[config.mk]
export PLATFORM = sky130hd
export DESIGN_NAME = pwm_capture
export DESIGN_NICKNAME = d
export VERILOG_FILES = /design/src/rtl/pwm_capture.sv
export SDC_FILE = /design/constraint.sdc
export NUM_CORES = 1
export LEC_CHECK = 0
export CORE_ASPECT_RATIO = 2
export CORE_MARGIN = 2
export CORE_UTILIZATION = 45
export CTS_CLUSTER_SIZE = 40
export DETAILED_ROUTE_END_ITERATION = 8
export HOLD_SLACK_MARGIN = 0.03
export SYNTH_ARGS = -nofsm -noshare
export SYNTH_HDL_FRONTEND = slang
export SYNTH_SLANG_ARGS = --single-unit
[constraint.sdc]
create_clock -name clk -period 3.4 [get_ports clk]
set_clock_uncertainty 0.15 [all_clocks]
set_input_delay 0.68 -clock clk [delete_from_list [all_inputs] [get_ports clk]]
set_output_delay 0.68 -clock clk [all_outputs]
set_load 0.05 [all_outputs]
[src/rtl/pwm_capture.sv]
// pwm_capture: measures period and high time of an external PWM and derives a duty code.
// Optional debounce after the synchronizer: define PWM_CAPTURE_FILTER_EN.

module pwm_capture #(
  parameter int CLK_FREQ         = 50000000,
  parameter int PWM_FREQ         = 20000,
  parameter int DUTY_CYCLE_WIDTH = 8,
  parameter int CNT_WIDTH        = 16,
  parameter int TIMEOUT_CYCLES   = 4 * CLK_FREQ / PWM_FREQ,
  parameter int FILTER_LEN       = 4
) (
  input  logic                        clk,
  input  logic                        rst,
  input  logic                        pwm_in,
  output logic [CNT_WIDTH-1:0]        period,
  output logic [CNT_WIDTH-1:0]        high_time,
  output logic [DUTY_CYCLE_WIDTH-1:0] duty_cycle,
  output logic                        valid,
  output logic                        stuck,
  output logic                        overrun
);

  localparam int W  = DUTY_CYCLE_WIDTH;
  localparam int CW = CNT_WIDTH;
  localparam int BW = $clog2(W + 1);

  typedef enum logic [1:0] {
    IDLE,
    ARMED,
    DIVIDE,
    DONE
  } state_t;

  logic s1, s2, s, s_d;
  logic rise, fall, edge_any;

  // two-flop synchronizer for the asynchronous input
  always_ff @(posedge clk) begin
    if (rst) begin
      s1 <= 1'b0;
      s2 <= 1'b0;
    end else begin
      s1 <= pwm_in;
      s2 <= s1;
    end
  end

`ifdef PWM_CAPTURE_FILTER_EN
  localparam int FW = $clog2(FILTER_LEN + 1);
  logic          filt;
  logic [FW-1:0] fcnt;

  // level follows s2 only after FILTER_LEN consecutive differing cycles
  always_ff @(posedge clk) begin
    if (rst) begin
      filt <= 1'b0;
      fcnt <= '0;
    end else if (s2 == filt) begin
      fcnt <= '0;
    end else if (fcnt == FW'(FILTER_LEN - 1)) begin
      filt <= s2;
      fcnt <= '0;
    end else begin
      fcnt <= fcnt + FW'(1);
    end
  end

  assign s = filt;
`else
  assign s = s2;
`endif

  // delayed copy of the level for edge detection
  always_ff @(posedge clk) begin
    if (rst) s_d <= 1'b0;
    else     s_d <= s;
  end

  assign rise     = s & ~s_d;
  assign fall     = ~s & s_d;
  assign edge_any = rise | fall;

  logic [CW-1:0] per_cnt, hi_cnt, hi_lat;

  // free-running period/high counters, restarted at every rise
  always_ff @(posedge clk) begin
    if (rst) begin
      per_cnt <= '0;
      hi_cnt  <= '0;
      hi_lat  <= '0;
    end else begin
      if (rise) begin
        per_cnt <= CW'(1);
        hi_cnt  <= CW'(1);
      end else begin
        if (per_cnt != '1)      per_cnt <= per_cnt + CW'(1);
        if (s && hi_cnt != '1)  hi_cnt  <= hi_cnt + CW'(1);
      end
      if (fall) hi_lat <= hi_cnt;
    end
  end

  logic [CW-1:0] to_cnt;
  logic          to_hit;

  assign to_hit = ~edge_any & ~stuck &
                  (to_cnt == CW'(TIMEOUT_CYCLES - 1));

  // counts edge-free cycles; parks once stuck is flagged
  always_ff @(posedge clk) begin
    if (rst)           to_cnt <= '0;
    else if (edge_any) to_cnt <= '0;
    else if (!stuck)   to_cnt <= to_cnt + CW'(1);
  end

  state_t state_q, state_d;
  logic   snap, div_en, fin, drop;

  logic [CW-1:0] p_q, h_q, rem_q;
  logic [W-1:0]  q_q;
  logic [BW-1:0] bcnt_q;
  logic          sat_q;

  // state register
  always_ff @(posedge clk) begin
    if (rst) state_q <= IDLE;
    else     state_q <= state_d;
  end

  // next state and datapath strobes; a timeout overrides everything
  always_comb begin
    state_d = state_q;
    snap    = 1'b0;
    div_en  = 1'b0;
    fin     = 1'b0;
    drop    = 1'b0;
    unique case (state_q)
      IDLE: begin
        if (rise) state_d = ARMED;
      end
      ARMED: begin
        if (rise && per_cnt != '0) begin
          snap    = 1'b1;
          state_d = DIVIDE;
        end
      end
      DIVIDE: begin
        div_en = 1'b1;
        drop   = rise;
        if (bcnt_q == BW'(W - 1)) state_d = DONE;
      end
      DONE: begin
        fin     = 1'b1;
        drop    = rise;
        state_d = ARMED;
      end
      default: state_d = IDLE;
    endcase
    if (to_hit) begin
      state_d = IDLE;
      snap    = 1'b0;
      div_en  = 1'b0;
      fin     = 1'b0;
    end
  end

  logic [CW:0] rem_sh, rem_sub;
  logic        ge;

  assign rem_sh  = {rem_q, 1'b0};
  assign ge      = rem_sh >= {1'b0, p_q};
  assign rem_sub = rem_sh - {1'b0, p_q};

  // restoring divider: H*2^W / P, one quotient bit per cycle, MSB first
  always_ff @(posedge clk) begin
    if (rst) begin
      p_q    <= '0;
      h_q    <= '0;
      rem_q  <= '0;
      q_q    <= '0;
      bcnt_q <= '0;
      sat_q  <= 1'b0;
    end else if (snap) begin
      p_q    <= per_cnt;
      h_q    <= hi_lat;
      rem_q  <= hi_lat;
      q_q    <= '0;
      bcnt_q <= '0;
      sat_q  <= hi_lat >= per_cnt;
    end else if (div_en) begin
      rem_q  <= ge ? rem_sub[CW-1:0] : rem_sh[CW-1:0];
      q_q    <= {q_q[W-2:0], ge};
      bcnt_q <= bcnt_q + BW'(1);
    end
  end

  // result registers, valid pulse, stuck and sticky overrun
  always_ff @(posedge clk) begin
    if (rst) begin
      period     <= '0;
      high_time  <= '0;
      duty_cycle <= '0;
      valid      <= 1'b0;
      stuck      <= 1'b0;
      overrun    <= 1'b0;
    end else begin
      valid <= 1'b0;
      if (drop) overrun <= 1'b1;
      if (to_hit) begin
        stuck      <= 1'b1;
        period     <= '0;
        high_time  <= '0;
        duty_cycle <= s ? '1 : '0;
        valid      <= 1'b1;
      end else begin
        if (edge_any) stuck <= 1'b0;
        if (fin) begin
          period     <= p_q;
          high_time  <= h_q;
          duty_cycle <= sat_q ? '1 : q_q;
          valid      <= 1'b1;
        end
      end
    end
  end

endmodule

## Yosys cells after proc, flatten, opt, wreduce, memory -nomap -nowiden

Index checks and enable logic that the tools add are counted.

| storage, ports and cells | value |
|---|---|
| memory bits (read-only) | 0 |
| memory bits (writable) | 0 |
| flip-flop bits (word level) | 173 |
| bits in latches | 0 |
| output and inout bits | 43 |
| word-level logic and storage cells | 90 |
| memories | 0 |
| input bits | 3 |

| operators by class | value |
|---|---|
| div/mod/pow operators | 0 |
| $lt $le $gt $ge | 2 |
| equal/unequal tests | 10 |
| shifts and indexed selects | 0 |
| add/subtract/negate cells | 5 |
| reduce and logical (&&, ||, !) cells | 15 |
| multiplexer cells | 27 |
| bitwise operators | 9 |
| $mul | 0 |

Operators by type and width:

| operator | count |
|---|---|
| $add 16x1->16 const B | 3 |
| $mux 16 | 3 |
| $mux 8 | 4 |
| $ne 16x16->1 const B | 2 |
| $ge 17x16->1 | 1 |
| $eq 16x14->1 const B | 1 |
| $ge 16x16->1 | 1 |
| $mux 1 | 16 |
| $reduce_bool 16->1 | 1 |
| $sub 16x16->16 | 1 |
| $reduce_bool 2->1 | 5 |
| $reduce_or 2->1 | 5 |
| $pmux 2 s4 | 1 |
| $mux 2 | 3 |
| $ne 2x2->1 const B | 3 |
| $add 4x1->4 const B | 1 |
| $and 1x1->1 | 4 |
| $eq 2x2->1 const B | 2 |
| $eq 4x3->1 const B | 1 |
| $not 1->1 | 4 |
| $reduce_and 3->1 | 1 |
| $eq 2x1->1 const B | 1 |
| $logic_and 1x1->1 | 2 |
| $logic_not 2->1 | 1 |
| $or 1x1->1 | 1 |

## Logic depth before layout (Yosys ltp)

Gate-level depths: netlist of run 1.

| logic depth | value |
|---|---|
| depth in word-level cells | 9 |
| gate-level depth with buffers | 11 |
| depth with buffers taken out | 8 |

## Worst setup path after synthesis of run 1

Ideal clock, no wire load.

| timing | value |
|---|---|
| path type | reg-to-reg |
| start point | register p_q[12] |
| end point | register rem_q[9] |
| data required time | 3.128 ns |
| period minus slack after synthesis | 2.313 ns |
| stages on the path, launching flop included | 10 |
| setup time | 0.122 ns |
| arrival time | 2.041 ns |
| slack | 1.087 ns |
| buffers on the path | 1 |
| cell sequence | dfxtp_1 > inv_1 > ha_1 > buf_2 > and4_1 > and2_4 > nand4_2 > a41o_1 > and4_4 > a311o_1 |

| between the ends | value |
|---|---|
| word-level cells in the longest chain between the ends | 4 |

Ends and longest elaborated chain:

| item | line | source |
|---|---|---|
| start: declaration | 119 | `logic [CW-1:0] p_q, h_q, rem_q;` |
| start signal: assignment | 184 | `p_q <= per_cnt;` |
| $ge 17x16->1 | 171 | `assign ge = rem_sh >= {1'b0, p_q};` |
| $mux 16 | 191 | `rem_q <= ge ? rem_sub[CW-1:0] : rem_sh[CW-1:0];` |
| $mux 16 | 190 | `end else if (div_en) begin` |
| $mux 16 | 183 | `end else if (snap) begin` |
| end signal: assignment | 186 | `rem_q <= hi_lat;` |
| end signal: assignment | 191 |  |
| end: declaration | 119 |  |

No other way between the ends. The select of a mux whose other input is x is not followed.
A chain may end at the register's enable or synchronous reset.

## Final worst setup path of run 1

| timing | value |
|---|---|
| start point | register rem_q[6] |
| end point | register rem_q[9] |

| between the ends | value |
|---|---|
| word-level cells in the longest chain between the ends | 4 |
| elaborated cells on any way between the ends | 5 |
| those cells by class | add/sub: 1; order compare: 1; mux: 3 |

Ends and longest elaborated chain:

| item | line |
|---|---|
| $sub 16x16->16 / $ge 17x16->1 (equally long branches) | 172, 171 |
| $mux 16 (*) | 191 |
| $mux 16 (*) | 190 |
| $mux 16 (*) | 183 |

Every way passes the cells marked *; elsewhere a longest branch is shown, timed or not. The select of a mux whose other input is x is not followed.

==> results of run 1 <==
[cells in the mapped netlist, types with 4 or more instances]
library cell / instances
xnor2_1: 19
nor2b_1: 7
a21oi_1: 92
buf_2: 13
inv_1: 48
xor2_1: 21
a21boi_0: 4
a21o_1: 14
mux2i_1: 52
nor2_1: 120
or3_1: 11
o211ai_1: 21
nand2b_1: 6
ha_1: 44
and2_1: 5
a211oi_1: 11
o21ai_0: 39
nand2_1: 133
nand4_1: 29
clkbuf_1: 24
a31oi_1: 4
and3_1: 4
nor3_1: 17
dfxtp_1: 173
and4_1: 9
nand3_1: 15
[per-stage QoR]
stage          std cells  util [%]  cell area, µm²  hold WS (ns)
2_1_floorplan       1009         -            8540         0.264
6_report            1307      52.3            9810         0.297
3_3_place_gp        1277      49.2            9220         0.292
3_5_place_dp        1277      49.2            9220         0.281
5_1_grt             1307      52.3            9810         0.309
4_1_cts             1307      52.3            9810         0.300
[worst max-delay path by stage]
| stage | startpoint | depth (start not counted) | to |
|---|---|---|---|
| 2_1_floorplan | p_q[12] | 9 | rem_q[9] |
| 3_3_place_gp | per_cnt[8] | 6 | rem_q[10] |
| 3_5_place_dp | p_q[12] | 8 | rem_q[9] |
| 4_1_cts | rem_q[6] | 7 | rem_q[9] |
| 5_1_grt | s | 8 | p_q[10] |
| 6_report | rem_q[6] | 7 | rem_q[9] |
[registers in the layout (all words and copies together) (netlist names), 4 cells and up]
name / cells
bcnt_q: 4
duty_cycle: 8
h_q: 16
hi_cnt: 16
hi_lat: 16
high_time: 16
p_q: 16
per_cnt: 16
period: 16
q_q: 8
rem_q: 16
to_cnt: 16
[kinds of logic after synthesis]
| family | synth area share, % |
|---|---|
| AND/OR/NAND/NOR | 21.4 |
| flip-flops | 40.5 |
| AO/OA/AOI/OAI | 16.3 |
| multiplexers | 6.36 |
| adder cells (fa/ha/maj) | 6.68 |
| buffers and inverters | 4.60 |
| XOR/XNOR | 4.10 |
[area by class of cell]
type,instances,area (µm²),share of cell area (%)
Multi-Input combinational cell,743,4690,47.8
Sequential cell,173,3460,35.3
Timing Repair Buffer,58,568,5.79
Clock buffer,20,457,4.66
Tap cell,255,319,3.25
Inverter,48,180,1.84
Clock inverter,10,129,1.31
[layer usage]
metal / GRT usage (%) / share of wire (%) / wire length, µm / up-vias
met4: 13.6 / 5.5 / 1280 / 0
li1: - / - / - / 3600
met2: 45.4 / 55 / 12800 / 159
met5: 0 / 0 / 0 / -
met3: 4.08 / 2.9 / 674 / 62
met1: 24.8 / 37 / 8670 / 3384
[power by group through the flow]
stage          sequential [mW]  clock, mW  combinational [mW]
2_1_floorplan             2.14          0               0.258
3_3_place_gp              2.13          0               0.364
3_5_place_dp              2.13          0               0.366
4_1_cts                   2.08       2.00               0.368
5_1_grt                   2.09       2.09               0.405
6_report                  2.08       1.96               0.367
[worst max-delay path, cell delays in order, from the launching register on]
cell     delay (ns)
dfxtp_1        0.38
ha_1           0.44
nand2_1        0.15
o21ai_0        0.34
nand2_1        0.16
a41o_1         0.40
and4_4         0.29
a311o_1        0.30
==> results by group, run 1 <==
CTS
  – Setup fix buffers added after clock tree synthesis: 0
  – Clock sinks: roughly 170
  – Number of clock buffers inserted by TritonCTS: 17
  – Hold-fix buffers at CTS: 0
  – Clock root buffer: clkbuf_16
  – Count of cells resized by post-cts repair: 0
  – Clock tree from TritonCTS: yes
  – Clock transition at the registers of the reported paths: around 0.07 ns
  – Clock Path Buffers: 2
  – H-tree levels: 4
  – Clock insertion delay at the later pin of the skew report: about 0.44 ns

Power and ir drop
  – Switching pwr: 1.10 mW
  – Fraction of power consumed by combinational cells: between 8 and 9%
  – Static Leak: roughly 3.4 nW
  – Power Density: ~450 nW/µm²
  – Total chip power: roughly 4.4 mW
  – Worst ir drop on vdd: 321 µV
  – Clock network power share: between 40% and 50%
  – Sequential share of power: a little under half
  – Total internal power: approximately 3.3 mW
  – Sw frac: roughly a quarter

Worst hold path
  – Hold Path Cell Cnt: 1
  – Launch point of the worst hold path: s1
  – Tightest Hold Check Type: reg -> reg
  – Endpoint, Worst Hold: s

Timing
  – Final max-slew violation count: 0
  – Hold Violations, Final: 0
  – Timing-limited maximum frequency: roughly 0.37 GHz
  – Setup TNS: 0 ns
  – Final critical-path required period: ~2.7 ns
  – Crit share post-route: roughly 80%
  – Transition time at the pin with the least slew margin: around 0.97 ns
  – Worst rel slew slack: a little over a third
  – Setup-failing EPs final: 0
  – Unrepaired setup endpoints after global routing: no
  – Crit path setup slack, layout: 0.684 ns

Final layout
  – Leading cell type in the layout, fill and taps excluded: dfxtp_1
  – Final nets: 1089
  – Area Growth Syn to Fin: 14.8%
  – Leading cell types in the layout, fill and taps excluded: 173 x dfxtp_1, 133 x nand2_1, 120 x nor2_1
  – Count of antenna diodes in the layout: 0
  – Fraction of layout cells with a size suffix above 1: slightly above 6%
  – Fill cell instance count of the final layout: ~1800

Die
  – DIE WIDTH: roughly 100 µm
  – Die area: roughly 20000 µm²
  – Initial standard-cell utilization of the core: between 40% and 50%
  – Vertical die dimension: between 150 and 200 µm
  – Core region area: 18700 µm²
  – Rows: 71
  – Total I/O pin count: between 40 and 50

Global routing
  – GRT Resource Usage Total: between 20% and 30%
  – Vias in the first global route: between 7000 and 8000
  – Maximum number of pins on one net before global-route repair: 44
  – First-pass GRT wire length: roughly 37000 µm
  – Number of antenna violations at the first check in global routing: 0
  – Leftover overflow at the end of global routing: 0

Drt
  – Number of vias after detailed routing: around 7200
  – Number of design-rule violations left by the first detailed-router iteration: approximately 350
  – Average routed wire per standard cell: 17.9 µm
  – Number of remaining DRC errors: 0
  – Number of iterations in the first detailed-routing pass: 5
  – Antenna Nets Post-Route: 0
  – Vias per Instance: between 5 and 6
  – Final wirelength: approximately 23000 µm

Synth
  – Net Count, Synth: between 1000 and 1500
  – Fraction of the yosys area taken by sequential cells: 40.5%
  – Area contributors post-synth: dfxtp_1 41%, ha_1 6.4%, mux2i_1 6.1%, nand2_1 5.8%, a21oi_1 5.4%
  – Async set-or-reset flop fraction in the synthesized netlist: 0%
  – Number of synthesized register bits: ~170
  – Synthesized area divided by synthesized cell count: 8.47 µm²
  – Synth top area share: slightly above 40%
  – Top FF cell, synth: dfxtp_1
  – Mapped Area: between 8000 and 9000 µm²
  – Number of enable flip-flop cells after synthesis: 0
  – Cells after Synth: 1009
  – Cell type with the largest total area after synthesis: dfxtp_1
  – Number of distinct library cells after synthesis: 73
  – Warning count from the yosys run: 0

Critical path
  – Critical Setup Path Class: reg -> reg
  – Endpoint required time on the critical path: approximately 3.6 ns
  – Largest driver fanout on the critical path: 16
  – Crit path DAT: ~2.9 ns
  – Critical Path End Type: register
  – Startpoint kind of the worst setup timing path: register
  – Count of cells along the worst register-to-register path: 7
  – Slack of the worst reg-to-reg path: approximately 0.68 ns
  – R2R Path Start: rem_q[6]
  – End of the worst register-to-register path: rem_q[9]

Outcome
  – Result of the run: completed

Run
  – Number of maximum-capacitance constraint violations: 0

Place
  – DP Wirelength: approximately 18000 µm
  – Post-placement worst setup slack: about 0.75 ns
  – Final Wtd Congestion: around 0.94
  – Number of buffers added on ports: 45
(Power assumes the default switching activity.)
==> run 2, diff against run 1 <==
PLACE_DENSITY = 0.65   (was unset)
clock period = 2.3 ns   (was 3.4 ns; I/O delays follow)
==> run 2 against run 1 <==
- sequential power increased by 48%
- clock-buffer cell count did not move
- global-route usage increased by 1.3 points
- critical path type unchanged
==> results by group, run 2 (synthesis results as in run 1) <==
CTS
  – Clock insertion delay at the later pin of the skew report: 0.44 ns
  – Number of clock buffers inserted by TritonCTS: 17
  – H-tree levels: 4
  – Clock sinks: roughly 170
  – Clock tree from TritonCTS: yes
  – Clock root buffer: clkbuf_16
  – Hold-fix buffers at CTS: 0
  – Clock Path Buffers: 2
  – Clock transition at the registers of the reported paths: approximately 0.07 ns

Critical path
  – Slack of the worst reg-to-reg path: between 0.03 and 0.04 ns
  – Startpoint of the worst setup timing path: rem_q[11]
  – Count of cells along the worst register-to-register path: 8
  – Startpoint kind of the worst setup timing path: register
  – Largest driver fanout on the critical path: 7
  – Critical Setup Path Class: reg -> reg
  – End of the worst register-to-register path: rem_q[13]
  – R2R Path Start: rem_q[11]
  – Crit path DAT: 2.42 ns
  – Endpoint required time on the critical path: between 2 and 2.5 ns
  – Critical Path End Type: register

Drt
  – Number of design-rule violations left by the first detailed-router iteration: 417
  – Vias per Instance: about 5.6
  – Number of vias after detailed routing: about 7900
  – Final wirelength: ~25000 µm
  – Number of iterations in the first detailed-routing pass: 5
  – Number of remaining DRC errors: 0
  – Antenna Nets Post-Route: 0
  – Average routed wire per standard cell: between 15 and 20 µm

Place
  – DP Wirelength: ~19000 µm
  – Final Wtd Congestion: approximately 0.90
  – Number of buffers added on ports: 45
  – Placement Cell Area: ~10000 µm²

Timing
  – Hold Violations, Final: 0
  – Timing-limited maximum frequency: roughly 0.44 GHz
  – Worst rel slew slack: between 60% and 70%
  – Unrepaired setup endpoints after global routing: yes
  – Final max-slew violation count: 0
  – Final critical-path required period: about 2.3 ns
  – Transition time at the pin with the least slew margin: roughly 0.58 ns
  – Setup-failing EPs final: 0
  – Crit share post-route: between 90 and 100%

Final layout
  – Register area: around 3500 µm²
  – Fill cell instance count of the final layout: 1711
  – Count of antenna diodes in the layout: 0
  – Area Growth Syn to Fin: 29.5%
  – Final design area excluding fillers: between 10000 and 15000 µm²
  – Leading cell types in the layout, fill and taps excluded: 162 x dfxtp_1, 130 x nand2_1, 120 x nor2_1
  – Combined area of the multi-input logic cells: between 5000 and 6000 µm²
  – Final nets: between 1000 and 1500
  – Leading cell type in the layout, fill and taps excluded: dfxtp_1
  – Fraction of layout cells with a size suffix above 1: around a fifth

Die
  – Vertical die dimension: 199 µm
  – Core region area: approximately 19000 µm²
  – Die area: 20200 µm²
  – Rows: ~70
  – Total I/O pin count: 46
  – Initial standard-cell utilization of the core: 45.6%
  – DIE WIDTH: slightly above 100 µm

Worst hold path
  – Launch point of the worst hold path: overrun
  – Endpoint, Worst Hold: overrun
  – Hold Path Cell Cnt: 2
  – Tightest Hold Check Type: reg -> reg

Global routing
  – Vias in the first global route: 7719
  – Number of antenna violations at the first check in global routing: 0
  – First-pass GRT wire length: slightly below 40000 µm
  – Maximum number of pins on one net before global-route repair: 59
  – GRT Resource Usage Total: between 20% and 30%
  – Leftover overflow at the end of global routing: 0

Power and ir drop
  – Total chip power: a little under 7 mW
  – Static Leak: 4.03 nW
  – Worst ir drop on vdd: about 480 µV
  – Power Density: between 600 and 700 nW/µm²

Run
  – Number of maximum-capacitance constraint violations: 0

Outcome
  – Result of the run: completed
-- run 2: changes by cell type in the layout (fill, tap and decap cells not counted), sizes merged --
cell           previous run  this run
inv                      52        54
clkdlybuf4s50            44        43
buf                      14       122
clkinv                    1         2
clkinvlp                  3         2
-- run 2: repair_timing --
item	CTS	global route
setup endpoints to repair	22	77
pin swaps	2	20
resized for setup	16	67
buffers inserted	0	3
-- run 2: critical path, cell delays in order, from the launching register on --
cell,delay (ns)
dfxtp_1,0.43
ha_4,0.24
buf_4,0.16
a21oi_1,0.17
o21a_2,0.22
inv_1,0.07
or4_4,0.47
o211ai_1,0.09
o221ai_1,0.13
-- run 2: per-stage QoR --
step	hold slack (ns)	std cells	setup TNS [ns]	utilization [%]	setup slack, ns
2_1_floorplan	0.264	1009	0	-	0.0150
3_3_place_gp	0.289	1382	-0.522	53.7	-0.0761
3_5_place_dp	0.290	1382	-1.06	53.7	-0.126
4_1_cts	0.301	1414	-0.0362	57.3	-0.0362
5_1_grt	0.317	1416	-0.142	59.0	-0.0529
6_report	0.300	1416	0	59.0	0.0384
-- run 2: worst max path at each step --
stage,to,slack (ns),cells past startpoint
floorplan,rem_q[2],0.01,9
global placement,rem_q[9],-0.08,8
detailed placement,rem_q[9],-0.13,9
CTS,rem_q[9],-0.04,8
global route,rem_q[2],-0.05,9
finish,rem_q[13],0.04,8
-- run 2: where the power goes --
| group | internal (mW) | switching (mW) | total (mW) |
|---|---|---|---|
| registers | 3.04 | 0.0399 | 3.08 |
| logic | 0.284 | 0.408 | 0.691 |
| clock network | 1.69 | 1.31 | 3.00 |
| total | 5.01 | 1.75 | 6.77 |
-- run 2: per-layer routing --
metal	routed length, µm	up-vias	GRT usage, %	share of wire, %
li1	-	3835	-	-
met1	9180	3821	25.3	36
met2	13900	197	48.6	55
met3	712	87	3.41	2.8
met4	1610	0	15.7	6.3
met5	0	-	0	0
-- run 2: final cells by class --
| type | instances | area share (%) |
|---|---|---|
| clock buffer | 20 | 4.13 |
| clock inverter | 12 | 1.36 |
| inverter | 48 | 1.63 |
| multi-input combinational | 743 | 45.5 |
| sequential | 173 | 31.4 |
| tap | 255 | 2.88 |
| timing repair buffer | 165 | 13.1 |
==> run 3, diff against run 2 <==
CORE_ASPECT_RATIO = unset   (was 2)
==> run 3 against run 2 <==
- sequential share of layout area shrank 0.079 points
- utilization grew 0.88 points
- via count shrank 1.8%
- largest power group unchanged
- setup slack lost 0.0070 ns
- non-clock buffer count grew 24
==> results by group, run 3 (synthesis results as in run 1) <==
Outcome
  – Result of the run: completed

Die
  – DIE WIDTH: ~140 µm
  – Core region area: 18600 µm²
  – Total I/O pin count: 46
  – Vertical die dimension: 142 µm
  – Initial standard-cell utilization of the core: a little under half
  – Die area: around 20000 µm²
  – Rows: 50

CTS
  – Clock root buffer: clkbuf_16
  – Clock insertion delay at the later pin of the skew report: around 0.43 ns
  – Clock transition at the registers of the reported paths: about 0.070 ns
  – Number of clock buffers inserted by TritonCTS: 17
  – H-tree levels: 4
  – Clock sinks: roughly 170
  – Clock Path Buffers: 2
  – Clock tree from TritonCTS: yes

Global routing
  – GRT Resource Usage Total: between 20% and 30%
  – Vias in the first global route: 7262
  – Maximum number of pins on one net before global-route repair: around 50
  – First-pass GRT wire length: ~38000 µm
  – Number of antenna violations at the first check in global routing: 0
  – Leftover overflow at the end of global routing: 0

Critical path
  – Critical-path top delay cell: dfxtp_4
  – Delay of the slowest cell on the worst path: 0.38 ns
  – Crit path DAT: around 2.4 ns
  – Startpoint of the worst setup timing path: p_q[7]
  – Number of buffer and inverter stages on the critical path: 2
  – Critical Setup Path Class: reg -> reg
  – Endpoint required time on the critical path: approximately 2.5 ns
  – Cell-by-cell trace of the critical path: inv_4 -> ha_4 -> and4_4 -> and2_4 -> o21ai_4 -> buf_6 -> a41oi_4 -> nor2_4 -> a311o_1
  – Critical Path End Type: register
  – Cell family with the largest share of critical-path delay: compound AO/OA/AOI/OAI gates
  – Startpoint kind of the worst setup timing path: register
  – Largest driver fanout on the critical path: 6
  – R2R Path Start: p_q[7]

Timing
  – Final hold slack: 0.267 ns
  – Final max-slew violation count: 0
  – Setup-failing EPs final: 0
  – Final critical-path required period: 2.27 ns
  – Unrepaired setup endpoints after global routing: yes
  – Transition time at the pin with the least slew margin: 0.545 ns
  – Hold Violations, Final: 0
  – Worst rel slew slack: 63.7%
  – Crit share post-route: 98.6%
  – Crit path setup slack, layout: between 0.03 and 0.04 ns
  – Timing-limited maximum frequency: 0.441 GHz

Worst hold path
  – Tightest Hold Check Type: in -> reg
  – Launch point of the worst hold path: rst

Drt
  – Final wirelength: ~24000 µm
  – Number of remaining DRC errors: 0
  – Number of vias after detailed routing: between 7000 and 8000
  – Antenna Nets Post-Route: 0
  – Average routed wire per standard cell: between 15 and 20 µm
  – Number of iterations in the first detailed-routing pass: 5
  – Vias per Instance: 5.50
  – Number of design-rule violations left by the first detailed-router iteration: 681

Final layout
  – Leading cell type in the layout, fill and taps excluded: dfxtp_1
  – Fraction of layout cells with a size suffix above 1: 23.2%
  – Count of antenna diodes in the layout: 0
  – Final design area excluding fillers: 11200 µm²
  – Area Growth Syn to Fin: 30.7%
  – Fill cell instance count of the final layout: approximately 1700
  – Core utilization of the finished layout: 59.9%
  – Leading cell types in the layout, fill and taps excluded: 149 x dfxtp_1, 134 x buf_4, 131 x nand2_1
  – Final nets: roughly 1200

Power and ir drop
  – Sequential share of power: a little under half
  – Clock network power share: a little over two fifths
  – Total internal power: between 4 and 5 mW
  – Static Leak: 4.14 nW
  – Switching pwr: roughly 1.7 mW
  – Fraction of power consumed by combinational cells: 10.7%
  – Power Density: roughly 600 nW/µm²
  – Worst ir drop on vdd: around 570 µV
  – Sw frac: between 20% and 30%

Place
  – DP Wirelength: 17400 µm
  – Number of buffers added on ports: 45
  – Final Wtd Congestion: approximately 0.90
  – Placement Cell Area: between 10000 and 15000 µm²
  – Post-placement worst setup slack: -0.177 ns

Run
  – Number of maximum-capacitance constraint violations: 0
-- run 3: metrics by stage --
step	instances	power [mW]	setup TNS (ns)
after detailed placement	1380	3.79	-5.41
after floorplan	1009	3.55	0
final	1419	6.60	0
after global routing	1419	6.83	-0.101
after global placement	1380	3.79	-4.42
after CTS	1413	6.59	-0.0398
-- run 3: final cells by class --
cell class | count | area [µm²] | share of cell area, %
inverter | 48 | 183 | 1.64
multi-input combinational | 743 | 5020 | 45.0
clock buffer | 19 | 433 | 3.88
clock inverter | 13 | 133 | 1.19
tap | 234 | 293 | 2.62
sequential | 173 | 3500 | 31.4
timing repair buffer | 189 | 1600 | 14.3
-- run 3: routing by layer --
layer	track usage, %	vias to the layer above	part of all wire [%]
li1	-	3874	-
met1	33.8	3678	48
met2	36.4	216	45
met3	5.43	30	5.6
met4	6.84	0	1.6
met5	0	-	0
-- run 3: path summary, 6_finish.rpt --
kind / end / slack [ns] / cells past startpoint
worst max-delay path: rem_q[2] / 0.03 / 9
worst min register to register: s / 0.31 / 1
worst min-delay path: duty_cycle[5] / 0.27 / 2
worst max register to register: rem_q[2] / 0.03 / 9
-- run 3: what timing repair did --
item / 4_1_cts / 5_1_grt
endpoints found under the setup margin: 47 / 62
resized for setup: 22 / 86
hold endpoints to repair: 0 / 0
hold buffers: 0 / 0
pin swaps: 6 / 36
setup buffers: 1 / 7
-- run 3: power by group through the flow --
stage | sequential (mW) | combinational (mW) | clock, mW
floorplan | 3.17 | 0.381 | 0
global placement | 3.14 | 0.647 | 0
detailed placement | 3.14 | 0.650 | 0
CTS | 3.08 | 0.665 | 2.85
global route | 3.08 | 0.763 | 2.99
finish | 3.07 | 0.705 | 2.82
